**config.mk**
```make
export PLATFORM = sky130hd
export DESIGN_NAME = filtro_distancia
export DESIGN_NICKNAME = d
export VERILOG_FILES = /design/src/rtl/ultrasonido_pkg.sv /design/src/rtl/divisor_serial.sv /design/src/rtl/filtro_distancia.sv
export SDC_FILE = /design/constraint.sdc
export NUM_CORES = 1
export LEC_CHECK = 0
export CAP_MARGIN = 20
export CORE_MARGIN = 10
export CORE_UTILIZATION = 35
export DETAILED_ROUTE_END_ITERATION = 6
export RECOVER_POWER = 25
export SYNTH_ARGS = -nofsm -noshare
export SYNTH_HDL_FRONTEND = slang
export SYNTH_SLANG_ARGS = --single-unit
```
**constraint.sdc**
```tcl
create_clock -name clk -period 4.1 [get_ports clk]
set_clock_uncertainty 0.1 [all_clocks]
set_input_delay 0.82 -clock clk [delete_from_list [all_inputs] [get_ports clk]]
set_output_delay 0.82 -clock clk [all_outputs]
set_load 0.1 [all_outputs]
```
**src/rtl/ultrasonido_pkg.sv**
```systemverilog
// Shared definitions for the ultrasonic ranging blocks.
// Holds the filter FSM state encoding and the default conversion and
// threshold constants, so every block agrees on the same numbers.
package ultrasonido_pkg;

  // Echo ticks (1 us each) per centimetre of distance.
  localparam int TICKS_POR_CM_DEF = 58;
  // Saturation value for converted distance, in cm.
  localparam int DIST_MAX_DEF     = 400;
  // Proximity thresholds, in cm (UMBRAL_OFF must be >= UMBRAL_ON).
  localparam int UMBRAL_ON_DEF    = 50;
  localparam int UMBRAL_OFF_DEF   = 60;

  // Widths of the converted distance and of the 4-sample running sum.
  localparam int ANCHO_DIST = 9;
  localparam int ANCHO_SUMA = 11;

  typedef enum logic [1:0] {
    IDLE    = 2'd0,
    DIVIDE  = 2'd1,
    AVERAGE = 2'd2,
    OUTPUT  = 2'd3
  } estado_t;

endpackage

```
**src/rtl/divisor_serial.sv**
```systemverilog
// Repeated-subtraction divider with saturation.
// A start pulse loads the dividend and clears the quotient; each following
// cycle subtracts DIVISOR while the remainder allows it and the quotient is
// below the limit. done is high for the single cycle in which no further
// subtraction is possible, so a conversion to quotient q takes q+1 cycles.
// Ports:
//   clk, reset_n       clock, asynchronous active-low reset
//   start              load dividend and begin
//   dividend [15:0]    value to divide (sampled on start)
//   limit    [8:0]     saturation limit for the quotient
//   done               one-cycle pulse, quotient is final
//   quotient [8:0]     min(floor(dividend/DIVISOR), limit)
module divisor_serial
  import ultrasonido_pkg::*;
#(
  parameter int DIVISOR = TICKS_POR_CM_DEF
) (
  input  logic                  clk,
  input  logic                  reset_n,
  input  logic                  start,
  input  logic [15:0]           dividend,
  input  logic [ANCHO_DIST-1:0] limit,
  output logic                  done,
  output logic [ANCHO_DIST-1:0] quotient
);

  logic [15:0] resto;
  logic        activo;
  logic        paso;

  // A subtraction is still due only while both the remainder and the
  // saturation limit allow it; otherwise the result is final.
  assign paso = (resto >= 16'(DIVISOR)) && (quotient < limit);
  assign done = activo && !paso;

  always_ff @(posedge clk or negedge reset_n) begin
    if (!reset_n) begin
      resto    <= '0;
      quotient <= '0;
      activo   <= 1'b0;
    end else if (start) begin
      resto    <= dividend;
      quotient <= '0;
      activo   <= 1'b1;
    end else if (activo) begin
      if (paso) begin
        resto    <= resto - 16'(DIVISOR);
        quotient <= quotient + 1'b1;
      end else begin
        activo <= 1'b0;
      end
    end
  end

endmodule

```
**src/rtl/filtro_distancia.sv**
```systemverilog
// Converts ultrasonic echo times to centimetres, averages the last four
// distances and raises a proximity flag with hysteresis.
// Ports:
//   clk, reset_n         50 MHz clock, asynchronous active-low reset
//   med_valid            one-cycle pulse, cuenta_echo holds a measurement
//   cuenta_echo [15:0]   echo high time in 1 us ticks
//   busy                 a sample is being processed
//   distancia_cm [8:0]   4-sample moving average in cm
//   dist_valid           one-cycle pulse, distancia_cm and cerca updated
//   cerca                proximity flag with hysteresis
//   sin_eco              one-cycle pulse, sample had no echo (count 0)
//   descartes [7:0]      saturating count of samples dropped while busy
module filtro_distancia
  import ultrasonido_pkg::*;
#(
  parameter int TICKS_POR_CM = TICKS_POR_CM_DEF,
  parameter int DIST_MAX     = DIST_MAX_DEF,
  parameter int UMBRAL_ON    = UMBRAL_ON_DEF,
  parameter int UMBRAL_OFF   = UMBRAL_OFF_DEF
) (
  input  logic                  clk,
  input  logic                  reset_n,
  input  logic                  med_valid,
  input  logic [15:0]           cuenta_echo,
  output logic                  busy,
  output logic [ANCHO_DIST-1:0] distancia_cm,
  output logic                  dist_valid,
  output logic                  cerca,
  output logic                  sin_eco,
  output logic [7:0]            descartes
);

  estado_t               estado;
  logic [ANCHO_DIST-1:0] anillo [4];
  logic [ANCHO_SUMA-1:0] suma;
  logic [1:0]            ptr;
  logic [2:0]            llenos;
  logic                  arranque;
  logic                  div_done;
  logic [ANCHO_DIST-1:0] cociente;
  logic [ANCHO_DIST-1:0] promedio;

  // Only a real echo in IDLE starts a conversion; zero counts are flagged
  // and otherwise ignored.
  assign arranque = (estado == IDLE) && med_valid && (cuenta_echo != 16'd0);
  assign busy     = (estado != IDLE);
  assign promedio = suma[ANCHO_SUMA-1:2];

  divisor_serial #(
    .DIVISOR(TICKS_POR_CM)
  ) u_divisor (
    .clk     (clk),
    .reset_n (reset_n),
    .start   (arranque),
    .dividend(cuenta_echo),
    .limit   (ANCHO_DIST'(DIST_MAX)),
    .done    (div_done),
    .quotient(cociente)
  );

  // Main FSM. The running sum is kept incrementally (add newest, drop the
  // entry being overwritten) so the average never needs a 4-input adder.
  // Results are published only once four samples exist since reset.
  always_ff @(posedge clk or negedge reset_n) begin
    if (!reset_n) begin
      estado       <= IDLE;
      suma         <= '0;
      ptr          <= '0;
      llenos       <= '0;
      distancia_cm <= '0;
      dist_valid   <= 1'b0;
      cerca        <= 1'b0;
      sin_eco      <= 1'b0;
      descartes    <= '0;
      for (int i = 0; i < 4; i++) anillo[i] <= '0;
    end else begin
      dist_valid <= 1'b0;
      sin_eco    <= 1'b0;

      if (med_valid && (estado != IDLE) && (descartes != 8'hFF))
        descartes <= descartes + 1'b1;

      case (estado)
        IDLE: begin
          if (med_valid) begin
            if (cuenta_echo == 16'd0) sin_eco <= 1'b1;
            else                      estado  <= DIVIDE;
          end
        end
        DIVIDE: begin
          if (div_done) estado <= AVERAGE;
        end
        AVERAGE: begin
          anillo[ptr] <= cociente;
          suma        <= suma + ANCHO_SUMA'(cociente) - ANCHO_SUMA'(anillo[ptr]);
          ptr         <= ptr + 1'b1;
          if (llenos != 3'd4) llenos <= llenos + 1'b1;
          estado <= OUTPUT;
        end
        OUTPUT: begin
          if (llenos == 3'd4) begin
            dist_valid   <= 1'b1;
            distancia_cm <= promedio;
            if (promedio < ANCHO_DIST'(UMBRAL_ON))        cerca <= 1'b1;
            else if (promedio >= ANCHO_DIST'(UMBRAL_OFF)) cerca <= 1'b0;
          end
          estado <= IDLE;
        end
        default: estado <= IDLE;
      endcase
    end
  end

endmodule

```
=== Word level (Yosys, flattened, before mapping) ===
Cells that the tools add are included.

* Register bits after elaboration: 100
* Bits of input ports: 19
* Word-level logic and storage cells: 85
* Output and inout port bits: 21

* Reductions and logical operators: 20
* Equal/unequal tests: 9
* Add/subtract/negate cells: 7
* Bitwise logic cells: 1
* $lt $le $gt $ge: 6
* Muxes and demuxes: 26

{| class="wikitable"
|+ Operators by type and width
! cell !! count
|-
| $mux 9 || 6
|-
| $mux 16 || 3
|-
| $bwmux 36 || 1
|-
| $bmux 9 s2 || 1
|-
| $demux 9 s2 || 1
|-
| $ge 16x6->1 const B || 1
|-
| $logic_not 16->1 || 1
|-
| $reduce_bool 16->1 || 1
|-
| $sub 16x6->16 const B || 1
|-
| $add 11x9->11 || 1
|-
| $sub 11x9->11 || 1
|-
| $mux 1 || 10
|-
| $add 9x1->9 const B || 1
|-
| $ge 9x6->1 const B || 1
|-
| $lt 9x6->1 const B || 1
|-
| $lt 9x9->1 const B || 1
|-
| $add 8x1->8 const B || 1
|-
| $ne 8x8->1 const B || 1
|-
| $pmux 2 s4 || 1
|-
| $reduce_bool 2->1 || 4
|-
| $logic_and 1x1->1 || 7
|-
| $mux 2 || 3
|-
| $ne 2x2->1 const B || 3
|-
| $reduce_and 2->1 || 3
|-
| 12 further kinds || 14
|}

=== Longest topological paths before layout ===
* Word-level depth: 6
* Gate-level depth with buffers: 10
* Mapped depth without buffers: 9

=== Hierarchy ===
Synthesis repeated with hierarchy kept, for this count alone.

* Cells, all modules: 588
* Area, all modules: 5766.8 um^2

{| class="wikitable"
|+ By module, submodules not included
! module !! area an instance (um^2) !! cells an instance !! times used !! sequential area each (um^2)
|-
| filtro_distancia || 3982.6 || 385 || 1 || 1851.8
|-
| divisor_serial || 1784.2 || 203 || 1 || 625.6
|}

=== Worst setup path after synthesis ===
Ideal clock, no wire load.

* Path type: register -> register
* Start point: reg ptr[0]
* End point: reg suma[6]
* Buffers on the path: 1
* Required time: 3.864 ns
* Cell stages (with the launch flop): 10
* Period minus slack after synthesis: 3.492 ns
* Arrival time: 3.256 ns
* Path slack: 0.608 ns
* Library setup time: 0.136 ns
* Cells stage by stage: dfrtp_1 > buf_2 > mux4_2 > fa_1 > inv_1 > fa_1 > a21o_1 > a211oi_1 > nor4_1 > or3b_2

* Cells in the longest elaborated chain, start to end: 5

{| class="wikitable"
|+ Ends and longest elaborated chain
! element !! line !! text
|-
| start: declaration || filtro_distancia.sv:36 || <nowiki>logic [1:0] ptr;</nowiki>
|-
| start signal: assignment || filtro_distancia.sv:96 || <nowiki>ptr <= ptr + 1'b1;</nowiki>
|-
| $not 2->3 (not written as such) || filtro_distancia.sv:95 || <nowiki>suma <= suma + ANCHO_SUMA'(cociente) - ANCHO_SUMA'(anillo[ptr]);</nowiki>
|-
| $bmux 9 s2 || filtro_distancia.sv:95 ||
|-
| $mux 9 (not written as such) (2 in series) || filtro_distancia.sv:95 ||
|-
| $sub 11x9->11 || filtro_distancia.sv:95 ||
|-
| end signal: assignment || filtro_distancia.sv:95 ||
|-
| end: declaration || filtro_distancia.sv:35 || <nowiki>logic [ANCHO_SUMA-1:0] suma;</nowiki>
|}

Every way passes these cells. The select of a mux whose other input is x is not followed.
A chain may end at the register's enable or synchronous reset.

=== Worst setup path after layout ===
Same ends and word-level chain as after synthesis.

==> run metrics <==
status complete, but fails checks; violated checks max-capacitance violations, max-slew violations; Top Family by Delay on Critical Path adder cells; Synth Area in XOR/XNOR 0.0189; Area Growth Syn to Fin 15.0%; Filler cells 1593; Cells after Synth 567; most frequent cell after synthesis dfrtp_1; Synth Flop Type dfrtp_1; I/O pin count 40; Critical Path Stages 9; CTS Hold Bufs 0; Rows 46; Warnings, synthesis 0; global-route wire length before repair 20800 um; syn_nets 620; Die H 146 um; GRT busiest layer met2; Slew headroom -0.451; setup violators final 0; simple-gate area share of the yosys netlist 0.169; drt pass-1 iters 4; largest family of logic cells by synthesized area simple AND/OR/NAND/NOR gates; flop and latch count out of synthesis 99; met1 GRT Util 0.143; Final GP Congestion 0.837; initial antenna violation count 0; Area contributors post-synth dfrtp_1, o21ai_0, ha_1; Post-route DRC 0; Critical Path Max Stage Delay 0.54 ns; GRT Resource Usage Total 0.115; CTS tree built; post-synthesis mux area share 0.0496; CP max-delay cell mux4_2; Final Slew Violations 43; worst-path cell chain buf_4 -> mux4_2 -> fa_1 -> inv_1 -> ha_1 -> and2_1 -> a211oi_1 -> nor4_1 -> or3b_2; CP endpoint kind flop; fin crit share 0.900; Post-synth EDFFs 0; sequential area share after synthesis 0.444; largest net degree at the start of global routing 43; core area 0.0158 mm2; drt total wl 12000 um; final hold violations 0; top cell type's share of synthesized area 0.444; setup TNS 0 ns; CTS root buf clkbuf_16; Post-CTS Resized 0; CTS H-tree depth 3; clock tree buffer depth 2; top post-synthesis cells by count dfrtp_1, nand2_1, o21ai_0, inv_1, ha_1; WS Path Type reg -> reg; Mapped Area 0.00558 mm2; Setup Buffers After CTS 0; GRT overflow 0; CP bufs+invs 2; sequential cell area 0.00248 mm2; Detailed Place HPWL 8980 um; # clock sinks 99; Iteration-0 DRC Markers 276; fin worst setup slack 0.411 ns; Final min period 3.69 ns; post-synth top area cell dfrtp_1; vias in the first global route 4342; die area 0.0214 mm2; Routed WL per cell 14.7 um; unrepaired setup endpoints after global routing false; layout cells sized above 1 0.0717; Layout Nets 650; final antenna-violating net count 0; number of cells after detailed placement 802; worst reg2reg path depth 9; Finished Layout Cells 816; GR Util met3 0.0402; Worst Path Max Fanout 9; Post-Place Setup Slack 0.435 ns; Num CTS Buffers 9; Vias/cell 5.30; HP Class reg -> reg; clock slew at reported path FFs 0.06 ns; Worst Tran Pin Value 2.18 ns; initial cell density of the core 0.354; ANT cells 0; Horiz. Die Dim 146 um; multi-input logic area 0.00276 mm2; Max-Cap Viols 1; Clock Latency Late Sink 0.35 ns; adder-cell share of the synthesized area 0.0884; register-to-register setup slack 0.41 ns; hold depth 2; WP data required 4.22 ns; crit start category flop; port bufs 39; met2 usage 0.188; Synth async-reset ratio 1.00; Mean Syn Cell Area 9.83 um2; Synth Area in Compound Gates 0.169; CP arrival 3.81 ns; via count 4322; worst hold margin 0.374 ns; post-synthesis cell type count 66; fmax 271 MHz
-- kinds of logic (layout without fill, tap and decap cells) --
group / Yosys count / after routing
multiplexers: 16 / 16
XOR/XNOR: 12 / 12
AO/OA/AOI/OAI: 149 / 149
flip-flops: 99 / 99
adder cells (fa/ha/maj): 34 / 34
buffers and inverters: 77 / 110
AND/OR/NAND/NOR: 180 / 180
-- routing by layer --
metal  up-vias  routed length [um]
met5         -                   0
met4         0                 113
met3        11                 683
met2        85                5780
met1      2124                5430
li1       2102                   -
-- tightest hold or removal path, delay by kind of cell, from the launching register on --
family / cells / cell delay [ns]
AOI/OAI and AO/OA: 1 / 0.06
and+or+nand+nor: 1 / 0.04
DFF: 1 / 0.34
-- path summary, 6_finish.rpt --
check                                start              end
max                                 ptr[0]          suma[6]
min                        distancia_cm[3]  distancia_cm[3]
max reg2reg                         ptr[0]          suma[6]
min reg2reg                distancia_cm[3]  distancia_cm[3]
max in group asynchronous          reset_n        anillo[4]
min in group asynchronous          reset_n          suma[6]
-- cell usage in the layout (no fill, tap or decap), types with 9 or more instances in the layout --
cell,count
dfrtp_1,99
nand2_1,69
o21ai_0,66
inv_1,52
clkdlybuf4s50_1,37
ha_1,25
nor2_1,24
a21oi_1,18
a31oi_1,16
nand3_1,13
or4_1,11
o31ai_1,9
nor4_1,9
nand4_1,9
mux4_2,9
fa_1,9
clkbuf_16,9
-- final cells by class --
class | instances | area share
Multi-Input combinational cell | 391 | 0.431
Sequential cell | 99 | 0.386
Timing Repair Buffer | 44 | 0.0648
Tap cell | 216 | 0.0421
Clock buffer | 10 | 0.0373
Inverter | 52 | 0.0304
Clock inverter | 4 | 0.00820
-- sequential cells by signal, summed over array words and instances (netlist names) --
| name | cells |
|---|---|
| llenos | 3 |
| estado | 2 |
| u_divisor.resto | 15 |
| dist_valid | 1 |
| ptr | 2 |
| u_divisor.quotient | 9 |
| distancia_cm | 9 |
| descartes | 8 |
| cerca | 1 |
| anillo | 36 |
| u_divisor.activo | 1 |
| sin_eco | 1 |
| suma | 11 |
-- stage by stage --
| stage | utilization | instance area [um2] |
|---|---|---|
| after floorplan | - | 5580 |
| after global placement | 0.389 | 6130 |
| after detailed placement | 0.389 | 6130 |
| after CTS | 0.407 | 6420 |
| after global routing | 0.407 | 6410 |
| final | 0.407 | 6410 |
Power is left out: the tool's default activity adds up to more than one toggle a clock period on the data nets, which glitch-free logic cannot reach.
